===== src/rtl/soc_boot_loader_if.sv =====
// Boot-loader bus: load stream, load control/status and instruction fetch port.
// Latency: none (signal bundle only).
// Backpressure: LD_VALID/LD_READY handshake on the load stream; fetch port has none.
//
// Ports (master = loader host + CPU side, slave = soc_boot_loader):
//   LD_START/LD_LEN/LD_SUM : load request, word count and expected checksum
//   LD_DATA/LD_VALID/LD_READY : load word stream
//   FETCH_ADDR/FETCH_DATA  : CPU instruction fetch (1-cycle read latency)
//   CPU_RST/BUSY/DONE/ERR  : processor reset hold and loader status
interface soc_boot_loader_if #(
  parameter int DATA_W = 16,
  parameter int DEPTH  = 256,
  parameter int ADDR_W = $clog2(DEPTH)
);
  logic              LD_START;
  logic [ADDR_W:0]   LD_LEN;
  logic [DATA_W-1:0] LD_SUM;
  logic [DATA_W-1:0] LD_DATA;
  logic              LD_VALID;
  logic              LD_READY;
  logic [ADDR_W-1:0] FETCH_ADDR;
  logic [DATA_W-1:0] FETCH_DATA;
  logic              CPU_RST;
  logic              BUSY;
  logic              DONE;
  logic              ERR;

  modport master (
    output LD_START, LD_LEN, LD_SUM, LD_DATA, LD_VALID, FETCH_ADDR,
    input  LD_READY, FETCH_DATA, CPU_RST, BUSY, DONE, ERR
  );

  modport slave (
    input  LD_START, LD_LEN, LD_SUM, LD_DATA, LD_VALID, FETCH_ADDR,
    output LD_READY, FETCH_DATA, CPU_RST, BUSY, DONE, ERR
  );
endinterface


===== src/rtl/soc_boot_loader.sv =====
// Boot loader: streams an image into instruction RAM, verifies a modular checksum, releases the CPU.
// Latency: one accepted word per cycle while loading; CHECK takes 1 cycle; fetch data 1 cycle after address.
// Backpressure: LD_READY is high only in LOAD; words with LD_VALID low are simply not taken (any gap length).
//
// Ports:
//   CLK  : system clock, all state changes on rising edge
//   RST  : asynchronous active-high reset
//   bus  : soc_boot_loader_if.slave (load stream, status, fetch port); all outputs registered
module soc_boot_loader #(
  parameter int DATA_W = 16,
  parameter int DEPTH  = 256
) (
  input logic             CLK,
  input logic             RST,
  soc_boot_loader_if.slave bus
);

  localparam int ADDR_W = $clog2(DEPTH);
  localparam logic [ADDR_W:0] DEPTH_L = (ADDR_W+1)'(DEPTH);

  typedef enum logic [2:0] {
    S_IDLE,
    S_LOAD,
    S_CHECK,
    S_RUN,
    S_ERROR
  } state_t;

  state_t state_q, state_nxt;

  // Load datapath: word counter doubles as write address; one extra bit
  // so a full-depth load count can be compared against LD_LEN directly.
  logic [ADDR_W:0]   cnt_q;
  logic [ADDR_W:0]   cnt_inc;
  logic [ADDR_W:0]   len_q;
  logic [DATA_W-1:0] sum_q;
  logic [DATA_W-1:0] exp_sum_q;

  // Registered outputs
  logic              ld_ready_q;
  logic              busy_q;
  logic              done_q;
  logic              err_q;
  logic              cpu_rst_q;
  logic [DATA_W-1:0] fetch_data_q;

  // Next-state output values
  logic ld_ready_nxt;
  logic busy_nxt;
  logic done_nxt;
  logic err_nxt;
  logic cpu_rst_nxt;

  // Datapath strobes from the FSM
  logic start_go;
  logic accept;
  logic len_ok;

  // Instruction memory: deliberately never reset or cleared, so words beyond
  // the loaded length keep whatever they held before.
  logic [DATA_W-1:0] mem [DEPTH];

  assign cnt_inc = cnt_q + 1'b1;
  assign len_ok  = (bus.LD_LEN != '0) && (bus.LD_LEN <= DEPTH_L);

  // ------------------------------------------------------------------
  // Next-state and next-output logic
  // ------------------------------------------------------------------
  always_comb begin
    state_nxt = state_q;
    start_go  = 1'b0;
    accept    = 1'b0;

    case (state_q)
      S_IDLE, S_RUN, S_ERROR: begin
        if (bus.LD_START) begin
          if (len_ok) begin
            state_nxt = S_LOAD;
            start_go  = 1'b1;
          end else begin
            state_nxt = S_ERROR;
          end
        end
      end

      // LD_START is intentionally not looked at here: a request arriving
      // mid-load must not disturb the image being written.
      S_LOAD: begin
        if (bus.LD_VALID && ld_ready_q) begin
          accept = 1'b1;
          if (cnt_inc == len_q) begin
            state_nxt = S_CHECK;
          end
        end
      end

      // sum_q already includes the last word, accumulated on the edge
      // that left LOAD.
      S_CHECK: begin
        state_nxt = (sum_q == exp_sum_q) ? S_RUN : S_ERROR;
      end

      default: begin
        state_nxt = S_IDLE;
      end
    endcase

    // Outputs are decoded from the state being entered and registered, so
    // they change on the same edge as the state (e.g. CPU_RST rises on the
    // edge that leaves RUN for a reload).
    ld_ready_nxt = (state_nxt == S_LOAD);
    busy_nxt     = (state_nxt == S_LOAD) || (state_nxt == S_CHECK);
    done_nxt     = (state_nxt == S_RUN);
    err_nxt      = (state_nxt == S_ERROR);
    cpu_rst_nxt  = (state_nxt != S_RUN);
  end

  // ------------------------------------------------------------------
  // State register
  // ------------------------------------------------------------------
  always_ff @(posedge CLK or posedge RST) begin
    if (RST) begin
      state_q <= S_IDLE;
    end else begin
      state_q <= state_nxt;
    end
  end

  // ------------------------------------------------------------------
  // Load datapath: counter, running checksum, latched request
  // ------------------------------------------------------------------
  always_ff @(posedge CLK or posedge RST) begin
    if (RST) begin
      cnt_q     <= '0;
      len_q     <= '0;
      sum_q     <= '0;
      exp_sum_q <= '0;
    end else if (start_go) begin
      cnt_q     <= '0;
      len_q     <= bus.LD_LEN;
      sum_q     <= '0;
      exp_sum_q <= bus.LD_SUM;
    end else if (accept) begin
      cnt_q <= cnt_inc;
      sum_q <= sum_q + bus.LD_DATA; // wraps modulo 2^DATA_W
    end
  end

  // ------------------------------------------------------------------
  // Status outputs and fetch read port
  // ------------------------------------------------------------------
  always_ff @(posedge CLK or posedge RST) begin
    if (RST) begin
      ld_ready_q   <= 1'b0;
      busy_q       <= 1'b0;
      done_q       <= 1'b0;
      err_q        <= 1'b0;
      cpu_rst_q    <= 1'b1;
      fetch_data_q <= '0;
    end else begin
      ld_ready_q   <= ld_ready_nxt;
      busy_q       <= busy_nxt;
      done_q       <= done_nxt;
      err_q        <= err_nxt;
      cpu_rst_q    <= cpu_rst_nxt;
      // Gated on the entered state so the image is only visible while the
      // CPU is out of reset; the last load word is already in memory when
      // CHECK hands over to RUN.
      fetch_data_q <= (state_nxt == S_RUN) ? mem[bus.FETCH_ADDR] : '0;
    end
  end

  // ------------------------------------------------------------------
  // Instruction memory write port
  // ------------------------------------------------------------------
  always_ff @(posedge CLK) begin
    if (accept) begin
      mem[cnt_q[ADDR_W-1:0]] <= bus.LD_DATA;
    end
  end

  assign bus.LD_READY   = ld_ready_q;
  assign bus.BUSY       = busy_q;
  assign bus.DONE       = done_q;
  assign bus.ERR        = err_q;
  assign bus.CPU_RST    = cpu_rst_q;
  assign bus.FETCH_DATA = fetch_data_q;

endmodule


===== src/flat_wrapper.sv =====
// flat-port wrapper written by rule: the top's interface ports become plain ports
module soc_boot_loader_flat 
#(
  parameter int DATA_W = 16,
  parameter int DEPTH  = 256
)
  (CLK, RST, bus_LD_START, bus_LD_LEN, bus_LD_SUM, bus_LD_DATA, bus_LD_VALID, bus_FETCH_ADDR, bus_LD_READY, bus_FETCH_DATA, bus_CPU_RST, bus_BUSY, bus_DONE, bus_ERR);
  soc_boot_loader_if #(.DATA_W(DATA_W), .DEPTH(DEPTH)) bus_i ();
  input logic CLK;
  input logic RST;
  input wire logic [$bits(bus_i.LD_START)-1:0] bus_LD_START;
  input wire logic [$bits(bus_i.LD_LEN)-1:0] bus_LD_LEN;
  input wire logic [$bits(bus_i.LD_SUM)-1:0] bus_LD_SUM;
  input wire logic [$bits(bus_i.LD_DATA)-1:0] bus_LD_DATA;
  input wire logic [$bits(bus_i.LD_VALID)-1:0] bus_LD_VALID;
  input wire logic [$bits(bus_i.FETCH_ADDR)-1:0] bus_FETCH_ADDR;
  output wire logic [$bits(bus_i.LD_READY)-1:0] bus_LD_READY;
  output wire logic [$bits(bus_i.FETCH_DATA)-1:0] bus_FETCH_DATA;
  output wire logic [$bits(bus_i.CPU_RST)-1:0] bus_CPU_RST;
  output wire logic [$bits(bus_i.BUSY)-1:0] bus_BUSY;
  output wire logic [$bits(bus_i.DONE)-1:0] bus_DONE;
  output wire logic [$bits(bus_i.ERR)-1:0] bus_ERR;
  assign bus_i.LD_START = bus_LD_START;
  assign bus_i.LD_LEN = bus_LD_LEN;
  assign bus_i.LD_SUM = bus_LD_SUM;
  assign bus_i.LD_DATA = bus_LD_DATA;
  assign bus_i.LD_VALID = bus_LD_VALID;
  assign bus_i.FETCH_ADDR = bus_FETCH_ADDR;
  assign bus_LD_READY = bus_i.LD_READY;
  assign bus_FETCH_DATA = bus_i.FETCH_DATA;
  assign bus_CPU_RST = bus_i.CPU_RST;
  assign bus_BUSY = bus_i.BUSY;
  assign bus_DONE = bus_i.DONE;
  assign bus_ERR = bus_i.ERR;
  soc_boot_loader #(.DATA_W(DATA_W), .DEPTH(DEPTH)) u_core (.CLK(CLK), .RST(RST), .bus(bus_i));
endmodule

===== config.mk =====
export PLATFORM = sky130hd
export DESIGN_NAME = soc_boot_loader_flat
export DESIGN_NICKNAME = d
export VERILOG_FILES = /design/src/rtl/soc_boot_loader_if.sv /design/src/rtl/soc_boot_loader.sv /design/src/flat_wrapper.sv
export SDC_FILE = /design/constraint.sdc
export NUM_CORES = 2
export LEC_CHECK = 0
export BUFFER_PORTS_ARGS = -buffer_cell sky130_fd_sc_hd__buf_4
export CAP_MARGIN = 25
export CORE_ASPECT_RATIO = 1.1
export CORE_MARGIN = 1
export CORE_UTILIZATION = 40
export DETAILED_ROUTE_END_ITERATION = 8
export PLACE_DENSITY = 0.63
export SYNTH_ARGS = -nofsm -noshare
export SYNTH_HDL_FRONTEND = slang
export SYNTH_SLANG_ARGS = --single-unit
export TNS_END_PERCENT = 1

===== constraint.sdc =====
create_clock -name CLK -period 5.7 [get_ports CLK]
set_input_delay 0.285 -clock CLK [delete_from_list [all_inputs] [get_ports CLK]]
set_output_delay 0.285 -clock CLK [all_outputs]
set_load 0.005 [all_outputs]

==> metrics <==
endpoints failing setup 0; # DRC 0; Clock Tree Buf Depth 4; routed via count 89,340; area delta synth->final 14.67%; Clock Power Share 41.1%; Setup Fix Bufs, Post-CTS 0; Synth Warn # 0; vias in the first global route 86,880; most common cell after layout, fill and taps aside edfxtp_1; clk_lat worst skew 0.99 ns; critical path type primary input to flop; total power 64.98 mW; Power Internal 50.46 mW; Worst EP arrival 4.83 ns; Worst path slowest cell a311oi_2; PwrDens 347.5 nW/um2; grt ovf 0; Seq pwr share 52.3%; Synthesized Nets 8,380; Die Wd 610.8 um; CP required 6.49 ns; gate count after technology mapping 8,307; overall die height 671.7 um; hold_buf cts 52; Initial Util 40.25%; Critical Path Start Type primary input; status completed; total core area 405,300 um2; final antenna-violating net count 0; register clock-pin slew on the reported worst setup and hold paths 0.06 ns; number of top-level pins 74; maximum vdd drop 271.6 uV; Clock Root Buffer clkbuf_16; Via-to-Cell Ratio 6.083; Max Clock Freq 247.2 MHz; synthesized area 163,100 um2; crit-path max cell delay 0.79 ns; Worst Path Max Fanout 56; number of DRC markers in iteration 0 13,340; sequential area share after synthesis 76.55%; final hold vios 0; ys async rst share 1.775%; dpl hpwl 300,500 um; largest net degree at the start of global routing 135; first-pass GRT wire length 682,500 um; CTS resizes 0; number of flops mapped to enable cells by yosys 4,096; share of cells above drive strength 1 21.38%; skew final 0.08095 ns; floorplan row count 245; drt total wl 494,300 um; CTS tree done; Sw Ratio 22.35%; main flop type after synthesis edfxtp_1; CTS H-tree depth 5; IO Port Bufs 73; Final period util 70.97%; post-layout net count 8,965; RSZ-0062 raised after global routing no; HP Class primary input to flop; total track usage 23.54%; Syn Area/Cell 19.63 um2; Slew Limit Headroom 17.97%; Comb power frac 6.7%; Period minus WS final 4.045 ns; routability cong. 0.8914; per-cell routed wire length 33.66 um; CTS buffer count 399; final hold slack 0.03586 ns; pre-CTS setup slack 0.8761 ns; setup ws final 1.655 ns; P_sw 14.53 mW; initial antenna violation count 40; total of max-cap violations 0; CP Cell Sequence buf_8 > nor2b_4 > buf_12 > buf_4 > buf_4 > a221oi_1 > o31ai_1 > o22ai_1 > or3_1 > a311oi_2 > o2bb2ai_1; Slew Limit Fails 0; commonest non-fill, non-tap cells in the layout edfxtp_1, mux2i_1, mux4_2; drt pass-1 iters 7; leakage 60.78 nW; clock sinks 4,170; Seq cells post-synth 4,170; most used cell, CP buf_4; distinct cell type count after synthesis 69; Tightest Pin Transition 1.230 ns; Critical Path Sink Type flop; setup TNS 0 ns; die area 410,300 um2
final timing paths:
path | startpoint | endpoint | slack [ns] | cells after the start
hold reg to reg | u_core.exp_sum_q[8] | u_core.exp_sum_q[8] | 0.50 | 2
setup / recovery | bus_FETCH_ADDR[1] | u_core.bus.FETCH_DATA[6] | 1.65 | 11
max in group asynchronous | RST | u_core.sum_q[6] | 3.99 | 5
min in group asynchronous | RST | u_core.bus.FETCH_DATA[1] | 0.53 | 4
setup reg to reg | u_core.cnt_q[7] | u_core.mem[95][3] | 1.65 | 4
hold / removal | bus_LD_DATA[12] | u_core.mem[238][12] | 0.04 | 2
logic make-up after synthesis:
family                   share of synthesized area [%]
XOR/XNOR                                        0.2041
flip-flops                                       76.55
buffers and inverters                            1.832
AND/OR/NAND/NOR                                  2.206
multiplexers                                     13.62
AO/OA/AOI/OAI                                    5.433
adder cells (fa/ha/maj)                         0.1580
stage by stage:
step,utilization [%],instances,area (um2)
after floorplan,-,8307,163100
after global placement,42.58,13820,172600
after detailed placement,42.74,13860,173200
after CTS,46.10,14660,186800
after global routing,46.14,14670,187000
final,46.15,14690,187000
Yosys cell counts (6+ instances only):
cell / count / share of area (%)
o311ai_0: 6 / 0.032
a311oi_1: 8 / 0.043
buf_4: 89 / 0.41
buf_2: 47 / 0.14
xnor2_1: 12 / 0.064
buf_1: 43 / 0.099
a22oi_1: 68 / 0.31
o211ai_1: 17 / 0.078
o21a_1: 7 / 0.032
nand4_1: 11 / 0.042
edfxtp_1: 4096 / 75
o32ai_1: 21 / 0.11
inv_1: 19 / 0.044
o31ai_1: 44 / 0.20
mux4_2: 562 / 7.8
a211o_1: 7 / 0.038
nor3_1: 75 / 0.23
o22ai_1: 37 / 0.14
a221o_1: 108 / 0.66
a22o_1: 11 / 0.059
clkbuf_1: 257 / 0.59
mux2i_1: 911 / 5.6
nand3_1: 87 / 0.27
nor2_1: 346 / 0.80
mux2_2: 39 / 0.27
nor2b_1: 15 / 0.058
and3_1: 7 / 0.027
a21oi_1: 136 / 0.42
xor2_1: 26 / 0.14
a221oi_1: 324 / 1.7
or3_1: 18 / 0.069
ha_1: 19 / 0.15
and2_1: 8 / 0.031
a21o_1: 11 / 0.051
dfrtp_1: 73 / 1.1
nor4_1: 17 / 0.065
o2111ai_1: 11 / 0.059
a31oi_1: 29 / 0.11
nand2b_1: 32 / 0.12
buf_6: 77 / 0.53
a211oi_1: 65 / 0.30
nand2_1: 182 / 0.42
or2_2: 7 / 0.027
o21ai_0: 264 / 0.81
power by group through the flow:
stage	Clock, mW	Combinational (mW)	Sequential (mW)
after detailed placement	0	4.18	34.6
final	26.7	4.32	34.0
after CTS	26.9	4.26	34.0
after floorplan	0	2.20	34.6
after global routing	28.0	4.50	34.0
after global placement	0	4.09	34.6
state kept, by name, indices dropped and copies added (netlist names):
signal and cells:
u_core.sum_q 16, u_core.bus.LD_READY 1, u_core.bus.CPU_RST 1, u_core.exp_sum_q 16, u_core.cnt_q 9, u_core.bus.BUSY 1, u_core.mem 4096, u_core.len_q 9
u_core.bus.FETCH_DATA 16, u_core.bus.DONE 1, u_core.bus.ERR 1, u_core.state_q 3
worst max-delay path: cells and delay by family:
kind / cells / cell delay, ns
buffers and inverters: 4 / 1.31
and+or+nand+nor: 2 / 1.06
AOI/OAI and AO/OA: 5 / 1.97
per-layer routing:
| layer | up-vias | global-route usage [%] | part of all wire, % |
|---|---|---|---|
| met5 | - | 0 | 0.0083 |
| met4 | 6 | 11.86 | 5.8 |
| met3 | 950 | 4.824 | 10 |
| met2 | 5510 | 36.89 | 46 |
| met1 | 47120 | 31.25 | 37 |
| li1 | 35750 | - | - |
final cells by class:
type                    instances  area, um2
well taps                    5434       6799
fillers                     33760     218200
repair buffers                698       6519
inverters                      19      88.84
flip-flops and latches       4170     124900
diodes                         18      45.04
clock buffers                 514      10770
multi-input cells            3604      35600
clock inverters               230       2349
Note: power is estimated with default switching activity, not from simulation.
